`src/rtl/quant_result_drain_if.sv`:
```
// quant_result_drain_if: row-beat valid/ready stream from the drain.
// master drives valid/data/row/last, slave drives ready.
interface quant_result_drain_if #(
  parameter int ARRAY_SIZE = 4,
  parameter int DATA_WIDTH = 8,
  parameter int ROW_W =
    (ARRAY_SIZE > 1) ? $clog2(ARRAY_SIZE) : 1
);
  logic                             m_valid;
  logic                             m_ready;
  logic [ARRAY_SIZE*DATA_WIDTH-1:0] m_data;
  logic [ROW_W-1:0]                 m_row;
  logic                             m_last;

  modport master (
    output m_valid,
    output m_data,
    output m_row,
    output m_last,
    input  m_ready
  );

  modport slave (
    input  m_valid,
    input  m_data,
    input  m_row,
    input  m_last,
    output m_ready
  );
endinterface

```
`src/rtl/quant_result_drain.sv`:
```
// quant_result_drain: ping-pong capture of quant matrices, row streaming.
// Ports: clk, reset_n, quant_out/quant_valid, flush, m (row stream), status.
module quant_result_drain #(
  parameter int ARRAY_SIZE = 4,
  parameter int DATA_WIDTH = 8,
  parameter int ROW_W =
    (ARRAY_SIZE > 1) ? $clog2(ARRAY_SIZE) : 1
) (
  input  logic                         clk,
  input  logic                         reset_n,
  input  logic signed [DATA_WIDTH-1:0] quant_out
                                       [ARRAY_SIZE][ARRAY_SIZE],
  input  logic                         quant_valid,
  input  logic                         flush,
  quant_result_drain_if.master         m,
  output logic                         capture_ready,
  output logic                         busy,
  output logic                         dropped,
  output logic [7:0]                   drop_count
);

  localparam int DW = ARRAY_SIZE * DATA_WIDTH;
  localparam logic [ROW_W-1:0] LAST = ROW_W'(ARRAY_SIZE - 1);

  typedef enum logic {IDLE, SEND} state_t;

  logic signed [DATA_WIDTH-1:0] bank_q
    [2][ARRAY_SIZE][ARRAY_SIZE];

  state_t           state_q, state_d;
  logic [ROW_W-1:0] row_q, row_d;
  logic [1:0]       full_q, full_d;
  logic             rd_q, rd_d;
  logic             wr_q, wr_d;
  logic             qv_q;

  logic             trig, hs, fin;
  logic [1:0]       freed, avail_full;
  logic             cap, cap_bank, drop;

  logic             m_valid_q, m_valid_d;
  logic             m_last_q, m_last_d;
  logic [DW-1:0]    m_data_q, m_data_d;
  logic             cap_rdy_d, busy_d;

  assign m.m_valid     = m_valid_q;
  assign m.m_last      = m_last_q;
  assign m.m_data      = m_data_q;
  assign m.m_row       = row_q;

  // state register
  always_ff @(posedge clk or negedge reset_n) begin
    if (!reset_n) begin
      state_q       <= IDLE;
      row_q         <= '0;
      full_q        <= '0;
      rd_q          <= 1'b0;
      wr_q          <= 1'b0;
      qv_q          <= 1'b0;
      m_valid_q     <= 1'b0;
      m_last_q      <= 1'b0;
      m_data_q      <= '0;
      capture_ready <= 1'b1;
      busy          <= 1'b0;
      dropped       <= 1'b0;
      drop_count    <= '0;
    end else begin
      state_q       <= state_d;
      row_q         <= row_d;
      full_q        <= full_d;
      rd_q          <= rd_d;
      wr_q          <= wr_d;
      qv_q          <= quant_valid;
      m_valid_q     <= m_valid_d;
      m_last_q      <= m_last_d;
      m_data_q      <= m_data_d;
      capture_ready <= cap_rdy_d;
      busy          <= busy_d;
      if (drop) begin
        dropped <= 1'b1;
        if (drop_count != 8'hFF)
          drop_count <= drop_count + 8'd1;
      end
    end
  end

  // matrix storage needs no reset; full flags qualify it
  always_ff @(posedge clk) begin
    if (cap) begin
      for (int r = 0; r < ARRAY_SIZE; r++)
        for (int c = 0; c < ARRAY_SIZE; c++)
          bank_q[cap_bank][r][c] <= quant_out[r][c];
    end
  end

  // next state
  always_comb begin
    trig       = quant_valid && !qv_q;
    hs         = m_valid_q && m.m_ready;
    fin        = hs && (row_q == LAST);
    freed      = fin ? (2'b01 << rd_q) : 2'b00;
    // a bank drained this cycle is already free to the trigger
    avail_full = full_q & ~freed;

    state_d  = state_q;
    row_d    = row_q;
    rd_d     = rd_q;
    wr_d     = wr_q;
    full_d   = avail_full;
    cap      = 1'b0;
    cap_bank = wr_q;
    drop     = 1'b0;

    unique case (state_q)
      IDLE: begin
        if (full_q[rd_q]) begin
          state_d = SEND;
          row_d   = '0;
        end
      end
      SEND: begin
        if (fin) begin
          rd_d  = ~rd_q;
          row_d = '0;
          if (!full_q[~rd_q])
            state_d = IDLE;
        end else if (hs) begin
          row_d = row_q + 1'b1;
        end
      end
    endcase

    if (trig) begin
      unique case (1'b1)
        (avail_full == 2'b00): begin
          // empty store restarts at bank 0
          cap      = 1'b1;
          cap_bank = 1'b0;
          wr_d     = 1'b1;
          rd_d     = 1'b0;
        end
        (&avail_full): begin
          drop = 1'b1;
        end
        default: begin
          cap      = 1'b1;
          cap_bank = wr_q;
          wr_d     = ~wr_q;
        end
      endcase
      if (cap)
        full_d[cap_bank] = 1'b1;
    end

    if (flush) begin
      state_d = IDLE;
      row_d   = '0;
      rd_d    = 1'b0;
      wr_d    = 1'b0;
      full_d  = '0;
      cap     = 1'b0;
      drop    = 1'b0;
    end
  end

  // registered outputs
  always_comb begin
    m_valid_d = (state_d == SEND);
    m_last_d  = m_valid_d && (row_d == LAST);
    m_data_d  = m_data_q;
    if (m_valid_d) begin
      for (int c = 0; c < ARRAY_SIZE; c++)
        m_data_d[c*DATA_WIDTH +: DATA_WIDTH] =
          bank_q[rd_d][row_d][c];
    end
    cap_rdy_d = ~&full_d;
    busy_d    = (|full_d) || m_valid_d;
  end

endmodule

```
`src/flat_wrapper.sv`:
```
// flat-port wrapper written by rule: the top's interface ports become plain ports
module quant_result_drain_flat 
#(
  parameter int ARRAY_SIZE = 4,
  parameter int DATA_WIDTH = 8,
  parameter int ROW_W =
    (ARRAY_SIZE > 1) ? $clog2(ARRAY_SIZE) : 1
)
  (clk, reset_n, quant_out, quant_valid, flush, capture_ready, busy, dropped, drop_count, m_m_valid, m_m_data, m_m_row, m_m_last, m_m_ready);
  quant_result_drain_if #(.ARRAY_SIZE(ARRAY_SIZE), .DATA_WIDTH(DATA_WIDTH), .ROW_W(ROW_W)) m_i ();
  input  logic clk;
  input  logic reset_n;
  input  logic signed [DATA_WIDTH-1:0] quant_out[ARRAY_SIZE][ARRAY_SIZE];
  input  logic quant_valid;
  input  logic flush;
  output logic capture_ready;
  output logic busy;
  output logic dropped;
  output logic [7:0] drop_count;
  output wire logic [$bits(m_i.m_valid)-1:0] m_m_valid;
  output wire logic [$bits(m_i.m_data)-1:0] m_m_data;
  output wire logic [$bits(m_i.m_row)-1:0] m_m_row;
  output wire logic [$bits(m_i.m_last)-1:0] m_m_last;
  input wire logic [$bits(m_i.m_ready)-1:0] m_m_ready;
  assign m_m_valid = m_i.m_valid;
  assign m_m_data = m_i.m_data;
  assign m_m_row = m_i.m_row;
  assign m_m_last = m_i.m_last;
  assign m_i.m_ready = m_m_ready;
  quant_result_drain #(.ARRAY_SIZE(ARRAY_SIZE), .DATA_WIDTH(DATA_WIDTH), .ROW_W(ROW_W)) u_core (.clk(clk), .reset_n(reset_n), .quant_out(quant_out), .quant_valid(quant_valid), .flush(flush), .m(m_i), .capture_ready(capture_ready), .busy(busy), .dropped(dropped), .drop_count(drop_count));
endmodule
```
`config.mk`:
```
export PLATFORM = sky130hd
export DESIGN_NAME = quant_result_drain_flat
export DESIGN_NICKNAME = d
export VERILOG_FILES = /design/src/rtl/quant_result_drain_if.sv /design/src/rtl/quant_result_drain.sv /design/src/flat_wrapper.sv
export SDC_FILE = /design/constraint.sdc
export NUM_CORES = 1
export LEC_CHECK = 0
export ABC_AREA = 1
export CORE_ASPECT_RATIO = 0.7
export CORE_MARGIN = 1
export CORE_UTILIZATION = 50
export CTS_CLUSTER_SIZE = 40
export DETAILED_ROUTE_END_ITERATION = 8
export PLACE_DENSITY_LB_ADDON = 0.08
export SLEW_MARGIN = 20
export SYNTH_ARGS = -nofsm -noshare
export SYNTH_HDL_FRONTEND = slang
export SYNTH_SLANG_ARGS = --single-unit
export TNS_END_PERCENT = 5
```
`constraint.sdc`:
```
create_clock -name clk -period 7.65 [get_ports clk]
set_input_delay 0.765 -clock clk [delete_from_list [all_inputs] [get_ports clk]]
set_output_delay 0.765 -clock clk [all_outputs]
set_load 0.02 [all_outputs]
```
; Word-level counts from Yosys, hierarchy flattened
; Memories as Yosys holds them, arrays and structs flattened.
; Index checks and enable logic that the tools add are counted.
[totals]
word_cells = 90
output_inout_bits = 47
ff_bits = 52
ramBits = 256
inputBits = 133
n_memories = 1
[classes]
n_eq_ne = 4
addsub = 2
n_mux = 43
n_shift = 1
n_lt_le_gt_ge = 5
n_reduce_logical = 15
bitwise_logic = 7
[mem_list]
columns = name, depth, word_bits, rd, rd_ports_with_merged_regs, write_ports, line_no
row1 = u_core.bank_q, 2, 128, 1, 0, 1, quant_result_drain.sv:27  ; logic signed [DATA_WIDTH-1:0] bank_q
[op_table]
columns = cell, count
row1 = $bmux 32 s2, 1
row2 = $mux 32, 2
row3 = $mux 1, 28
row4 = $mux 2, 8
row5 = $add 8x1->8 const B, 1
row6 = $ne 8x8->1 const B, 1
row7 = $reduce_and 2->1, 4
row8 = $lt 1x2->1 const B, 3
row9 = $logic_and 1x1->1, 5
row10 = $eq 2x2->1 const B, 2
row11 = $pmux 1 s2, 2
row12 = $pmux 2 s2, 1
row13 = $ge 3x3->1 const B, 1
row14 = $not 1->1, 3
row15 = $not 2->3, 1
row16 = $add 2x1->2 const B, 1
row17 = $and 2x2->2, 1
row18 = $logic_not 1->1, 2
row19 = $logic_not 2->1, 1
row20 = $ne 2x2->1 const B, 1
row21 = $not 2->2, 1
row22 = $or 2x2->2, 1
row23 = $reduce_bool 2->1, 1
row24 = $reduce_or 2->1, 1
row25 = 4 further kinds, 4

; Logic depth before layout (Yosys ltp)
; Gate-level depths: netlist (run 1).
[depth]
ltp_word = 18
ltp_mapped = 18
mapped_depth_nobuf = 16

; Least setup slack after synthesis (run 1)
; Ideal clock, no wire load.
[synth_timing]
path_kind = input to register
startpoint = input m_m_ready
endpoint = memory u_core.bank_q[1][0] (netlist bit), enable pin
path_slack_ns = 0.000
cell_stages = 10
arrival_ns = 7.033
required_time_ns = 7.033
setup_ns = 0.617
n_path_buf = 2
path_cell_list = nand3_1 > inv_1 > ha_1 > inv_1 > nand2_1 > nand3_2 > buf_2 > buf_2 > nand2_1 > nor2_1
[synth_via]
elab_chain_cells = 12
[synth_rtl]
columns = element, line_no
row1 = "start, declared", flat_wrapper.sv:24  ; input wire logic [$bits(m_i.m_ready)-1:0] m_m_ready;
row2 = $logic_and 1x1->1 *, quant_result_drain.sv:99  ; hs = m_valid_q && m.m_ready;
row3 = $logic_and 1x1->1 *, quant_result_drain.sv:100  ; fin = hs && (row_q == LAST);
row4 = $mux 2 *, quant_result_drain.sv:101  ; freed = fin ? (2'b01 << rd_q) : 2'b00;
row5 = $not 2->2 *, quant_result_drain.sv:103  ; avail_full = full_q & ~freed;
row6 = $and 2x2->2 *, quant_result_drain.sv:103
row7 = $reduce_and 2->1, quant_result_drain.sv:142  ; (&avail_full): begin
row8 = $mux 1, quant_result_drain.sv:134  ; unique case (1'b1)
row9 = $mux 1 (2 in series), quant_result_drain.sv:133  ; if (trig) begin
row10 = $mux 1, quant_result_drain.sv:155  ; if (flush) begin
row11 = $mux 1, quant_result_drain.sv:89  ; if (cap) begin
row12 = $mux 1 (implied by the code), quant_result_drain.sv:92  ; bank_q[cap_bank][r][c] <= quant_out[r][c];
row13 = "end, declared", quant_result_drain.sv:27
; Mark *: on every way between the ends. The rest lies on a longest branch, timed or not. The select of a mux whose other input is x is not followed.

; Worst setup path in the final report (run 1)
[layout_timing]
startpoint = input m_m_ready
endpoint = register u_core.m_data_q[24] (netlist: u_core.m.m_data[24])
[layout_via]
elab_chain_cells = 13
[layout_rtl]
columns = element, line_no
row1 = $logic_and 1x1->1 *, quant_result_drain.sv:99
row2 = $logic_and 1x1->1, quant_result_drain.sv:100
row3 = $mux 2, quant_result_drain.sv:101
row4 = $not 2->2, quant_result_drain.sv:103
row5 = $and 2x2->2, quant_result_drain.sv:103
row6 = $logic_not 2->1, quant_result_drain.sv:135  ; (avail_full == 2'b00): begin
row7 = $mux 1, quant_result_drain.sv:134
row8 = $mux 1, quant_result_drain.sv:133
row9 = $mux 1, quant_result_drain.sv:155
row10 = $mem_v2 2x128, --
row11 = $bmux 32 s2, quant_result_drain.sv:174  ; bank_q[rd_d][row_d][c];
row12 = $mux 32 (2 in series), --
row13 = "end signal, assigned", quant_result_drain.sv:76  ; m_data_q <= m_data_d;
row14 = "end, declared", quant_result_drain.sv:43  ; logic [DW-1:0] m_data_q, m_data_d;
; Marked as above.
; A chain may end at the register's enable or synchronous reset.

==> results of run 1 <==
## per-layer routing
layer,GRT usage (%),routed length (um),part of all wire (%),vias to the layer above
met2,36.4,14000,46,255
met4,5.29,582,1.9,2
met5,0,13,0.042,-
met3,4.34,1730,5.6,48
li1,-,-,-,4407
met1,33.8,14400,47,4335
## layout make-up
type	instances	area, um2	area share (%)
Sequential cell	308	8990	56.7
Multi-Input combinational cell	846	3530	22.3
Timing Repair Buffer	194	1900	12.0
Clock buffer	49	906	5.72
Tap cell	325	407	2.57
Inverter	15	56.3	0.355
Clock inverter	6	52.6	0.332
## flip-flops by register name (all words and copies together) (netlist names)
signal                count
u_core.bank_q           256
u_core.m.m_data          32
u_core.drop_count         8
u_core.full_q             2
u_core.m.m_row            2
u_core.busy               1
u_core.capture_ready      1
u_core.dropped            1
u_core.m.m_last           1
u_core.qv_q               1
u_core.rd_q               1
u_core.state_q            1
u_core.wr_q               1
## placed cells by master (no fill, tap or decap), drive strengths merged, types with 4 or more instances in the layout
cell type	instances
edfxtp	256
clkbuf	49
a21oi	4
inv	16
buf	16
dfrtp	51
xnor2	4
clkinv	4
nor2	11
ha	4
nand2	673
nand3	137
clkdlybuf4s50	178
## cells by family (layout without fill, tap and decap cells)
family,after synthesis,after routing,share of synthesized area (%)
muxes,1,1,0.0866
AOI/OAI and AO/OA,7,7,0.462
and+or+nand+nor,827,827,25.5
adders and majority gates,4,4,0.385
xor gates and xnor gates,7,7,0.472
buffers and inverters,82,264,3.92
DFF,308,308,69.2
## through the flow
step                instances  utilization, %  area [um2]  hold slack [ps]
global placement         1688            59.3       14900              466
floorplan                1236               -       13000              469
finish                   1743            63.1       15800              373
detailed placement       1688            59.3       14900              466
global route             1743            63.1       15800              431
CTS                      1743            63.1       15800              399
## power breakdown
group | internal, mW | total (mW) | switching (mW) | leakage [nW]
clock | 0.838 | 1.44 | 0.607 | 0.465
combinational | 0.218 | 0.505 | 0.288 | 3.18
sequential | 1.90 | 1.95 | 0.0438 | 2.99
## final timing paths
check | from | slack, ps | end
worst max register to register | u_core.m.m_row[0]$_DFF_PN0_ | 3410 | u_core.m.m_data[24]$_DFFE_PN0P_
max in group asynchronous | reset_n | 6740 | u_core.m.m_data[6]$_DFFE_PN0P_
min in group clk | u_core.m.m_data[30]$_DFFE_PN0P_ | 480 | u_core.m.m_data[30]$_DFFE_PN0P_
worst max-delay path | m_m_ready | 3360 | u_core.m.m_data[24]$_DFFE_PN0P_
worst min register to register | u_core.m.m_data[30]$_DFFE_PN0P_ | 480 | u_core.m.m_data[30]$_DFFE_PN0P_
worst min-delay path | reset_n | 370 | u_core.m.m_data[18]$_DFFE_PN0P_
## critical path, stage by stage
cell and delay (ps):
clkdlybuf4s50_1 490, nand3_1 100, inv_1 70, ha_1 180, inv_1 60, nand2_1 120, nand3_4 460, buf_4 850
nand2_4 550, buf_4 480, nand2_1 130, nand2_1 50, nand2_1 70, nand2_1 60, nand2_1 70, nand2_1 70
nand2_1 60, nand2_1 50
==> reports/metrics.cfg, run 1 <==
[worst_setup_path]
cp-start-kind = primary input
critPathArrivalTime_ps = 4730
cp-end-kind = flip-flop
cp_max_fo = 86
rr_worst_depth = 18
crit_type = in2reg
required_ps = 8090

[layout]
area_delta_synth_final_pct = 21.9
fillers = 2011
antenna_cells = 0
fin_nets = 1532
drive_above_1_share_pct = 5.22

[clock_tree]
numCtsBuffers = 30
postCtsSetupBuffers = 0
clockRootBuffer = clkbuf_16
cts.clk_slew.worst_paths_ps = 60
cts_tree = done
cts_max_level = 1
post_cts_resized = 0
clock_sink_count = 308
ctsHoldBuffers = 0
clockBufferDepth = 3
clk_latency_ps = 560

[die]
core_um2 = 25100
die_y_um = 137
pin_count = 180
dieWidth_um = 195
dieArea_um2 = 26700
start_util_pct = 51.8
rows = 48

[timing]
worstMarginPinSlew_ps = 1000
tns_ps = 0
setup_viol = 0
max_freq_mhz = 233
fin_crit_sh_pct = 56.1
slew_headroom_pct = 33.2
finalMaxSlewViolations = 0
rsz0062_at_grt = no
finalHoldViolCount = 0
skew_ps = 7.07
worst_slack_ps = 3360
layout_min_cycle_time_ps = 4290

[placed_design]
dp_slack_ps = 2780
gp_congestion = 0.796
port_buffers = 179
hpwl_um = 17200

[power_and_ir_drop]
power_density_nw_per_um2 = 246
ir_drop_v = 0.000205
total_power_mw = 3.90
cellLeakagePower_nw = 6.63

[yosys]
syn_nets = 1373
syn_avg_cell_area_um2 = 10.5
synth_edf_count = 256
synth_area_um2 = 13000
synth-async-reset-ratio_pct = 16.9
syn-instance-count = 1236
synthFlopType = edfxtp_1
synth.most_common_cell = nand2_1
synth_top_area_share_pct = 59.1
synthTopCellsByArea = edfxtp_1 (59%), nand2_1 (19%), dfrtp_1 (9.8%), nand3_1 (5.2%), buf_6 (1.1%)
synth_common_cells = nand2_1 (670), edfxtp_1 (256), nand3_1 (136)
yosysWarningCount = 0
ys_seq_area_share_pct = 69.2
synth_seq_cells = 308
synth_cell_type_count = 33
synth_top_area_cell = edfxtp_1

[global_route]
grt_max_degree = 87
grt_usage_pct = 23.2
grt_pass1_vias = 8479
grt_pass1_wl_um = 47600
antenna_found_initial = 1
gr-total-overflow = 0

[status]
outcome = complete, no violations

[drt]
drtIter0Drc = 661
wl_per_cell_um = 17.6
drtPass1Iterations = 5
route.vias.total = 9047
ant_nets = 0
drc_errors = 0
post_drt_via_cell_ratio = 5.19
wl_um = 30700

[flow_run]
cap_viol_max_count = 0

[hold_path]
worstHoldPathType = in2async

(Power assumes the default switching activity.)
==> inputs of run 2 (changes only) <==
clock period = 4.1 ns   (was 7.65 ns; I/O delays follow)
==> run 2 against run 1 <==
  * Cell count up 0.29%
  * Largest cell class unchanged
  * Sequential share of layout area decreased by 0.50 points
  * Worst setup slack worse by 2000 ps
  * Non-clock buffer count increased by 1
  * Critical endpoint is now u_core.m.m_data[10]$_DFFE_PN0P_
==> reports/metrics.cfg, run 2 (synthesis gave the netlist of run 1 again) <==
[placed_design]
gp_congestion = 0.819  ; +2.9%
hpwl_um = 17800  ; +3.5%
port_buffers = 179  ; unchanged
dpl_cell_area_um2 = 15000  ; +0.49%
dp.cells = 1688  ; unchanged
dp_slack_ps = 984  ; -1790 ps

[worst_setup_path]
cp-end-kind = flip-flop
crit_type = reg2reg
cp_max_fo = 50  ; -42%
crit_chain = ha_1, nand3_1, inv_1, ha_1, nand2_1, nand2_2, nor2_4, nand2_4, buf_12, nand2_1, nand2_1, nand2_1, nand2_1, nand2_1, nand2_1, nand2_1, nand2_1
startpoint = u_core.m.m_row[0]$_DFF_PN0_
critPathArrivalTime_ps = 3200  ; -1530 ps
slowest_delay_ps = 420  ; -430 ps
timing.rr.start = u_core.m.m_row[0]$_DFF_PN0_
cp-start-kind = flip-flop
slowest_stage = dfrtp_1
required_ps = 4540  ; -3550 ps
reg2reg_slack_ps = 1340  ; -2070 ps
cpMostUsedCell = nand2_1

[drt]
route.vias.total = 9031  ; -0.18%
ant_nets = 0  ; unchanged
post_drt_via_cell_ratio = 5.17  ; -0.46%
drc_errors = 0  ; unchanged
wl_um = 30900  ; +0.67%
drtPass1Iterations = 5  ; unchanged
drtIter0Drc = 552  ; -16%
wl_per_cell_um = 17.7  ; +0.39%

[global_route]
gr-total-overflow = 0  ; unchanged
grt_usage_pct = 23.4  ; +0.22 points
grt_max_degree = 130  ; +49%
antenna_found_initial = 4  ; +3
grt_pass1_vias = 8527  ; +0.57%
grt_pass1_wl_um = 47400  ; -0.35%

[timing]
max_freq_mhz = 362
slew_headroom_pct = 41.1  ; +7.8 points
finalHoldViolCount = 0  ; unchanged
layout_min_cycle_time_ps = 2760
skew_ps = 16.1  ; +9.04 ps
worstMarginPinSlew_ps = 884  ; -118 ps
fin_crit_sh_pct = 67.4
finalMaxSlewViolations = 0  ; unchanged
setup_viol = 0  ; unchanged
tns_ps = 0  ; unchanged
worst_slack_ps = 1340  ; -2020 ps
rsz0062_at_grt = no
worst_hold_slack_ps = 316  ; -57.7 ps

[clock_tree]
clockRootBuffer = clkbuf_16
cts_max_level = 1  ; unchanged
cts.clk_slew.worst_paths_ps = 60  ; about the same
postCtsSetupBuffers = 0  ; unchanged
clk_latency_ps = 560  ; about the same
cts_tree = done
clockBufferDepth = 3  ; unchanged
clock_sink_count = 308  ; unchanged
numCtsBuffers = 30  ; unchanged

[layout]
final_area_um2 = 16000  ; +0.89%
largest_reg_flops = 256  ; unchanged
area_delta_synth_final_pct = 23.0
top_register = u_core.bank_q
mostFrequentLayoutCells = nand2_1 (670), edfxtp_1 (256), clkdlybuf4s50_1 (178), nand3_1 (136), dfrtp_1 (51)
layout_commonest_cell = nand2_1
drive_above_1_share_pct = 5.63  ; +0.42 points
final_core_util_pct = 63.7  ; +0.56 points
fin_cells = 1748  ; +0.29%
fin_nets = 1533  ; +0.065%

[hold_path]
hp-start = quant_valid
worstHoldPathType = in2reg

[die]
die_y_um = 137  ; unchanged
rows = 48  ; unchanged
pin_count = 180  ; unchanged
dieWidth_um = 195  ; unchanged
core_um2 = 25100  ; unchanged
start_util_pct = 51.8  ; unchanged
dieArea_um2 = 26700  ; unchanged

[power_and_ir_drop]
ir_drop_v = 0.000387  ; +89%
power_density_nw_per_um2 = 463  ; +88%
total_power_mw = 7.39  ; +90%
cellLeakagePower_nw = 6.69  ; +0.85%

[status]
outcome = complete, no violations

[flow_run]
cap_viol_max_count = 0  ; unchanged

==> run 2: worst paths after layout <==
| kind | end | cells past startpoint |
|---|---|---|
| min in group asynchronous | u_core.m.m_data[20]$_DFFE_PN0P_ | 2 |
| max in group asynchronous | u_core.capture_ready$_DFF_PN1_ | 3 |
| min | u_core.qv_q$_DFF_PN0_ | 1 |
| max reg2reg | u_core.m.m_data[10]$_DFFE_PN0P_ | 17 |
| min reg2reg | u_core.dropped$_DFFE_PN0P_ | 1 |
| max | u_core.m.m_data[10]$_DFFE_PN0P_ | 17 |
==> run 2: final cells by class <==
| class | count | area [um2] |
|---|---|---|
| Fill cell | 1970 | 9120 |
| Sequential cell | 308 | 8990 |
| Multi-Input combinational cell | 846 | 3530 |
| Timing Repair Buffer | 195 | 1980 |
| Clock buffer | 48 | 911 |
| Tap cell | 325 | 407 |
| Clock inverter | 8 | 98.8 |
| Inverter | 15 | 56.3 |
| Antenna cell | 3 | 7.51 |
==> run 2: critical path, delay by kind of cell (launching register included) <==
family | cells | cell delay (ps)
adders and majority gates | 2 | 500
buffers and inverters | 2 | 420
DFF | 1 | 420
and+or+nand+nor | 13 | 1250
==> run 2: where the power goes <==
| group | internal (mW) | switching [mW] |
|---|---|---|
| registers | 3.55 | 0.0835 |
| clock network | 1.65 | 1.15 |
| logic | 0.416 | 0.545 |
| total | 5.61 | 1.78 |
==> run 2: metal layers <==
| metal | routed length, um | up-vias | global-route usage (%) |
|---|---|---|---|
| met2 | 14600 | 244 | 38.2 |
| met1 | 14100 | 4327 | 32.7 |
| met4 | 484 | 2 | 6.31 |
| met3 | 1770 | 41 | 3.99 |
| met5 | 10 | - | 0 |
| li1 | - | 4417 | - |
==> run 2: timing repair <==
action                                 4_1_cts  5_1_grt
endpoints found under the hold margin       24        0
hold buffers                                 1        0
gates resized for setup                      0        0
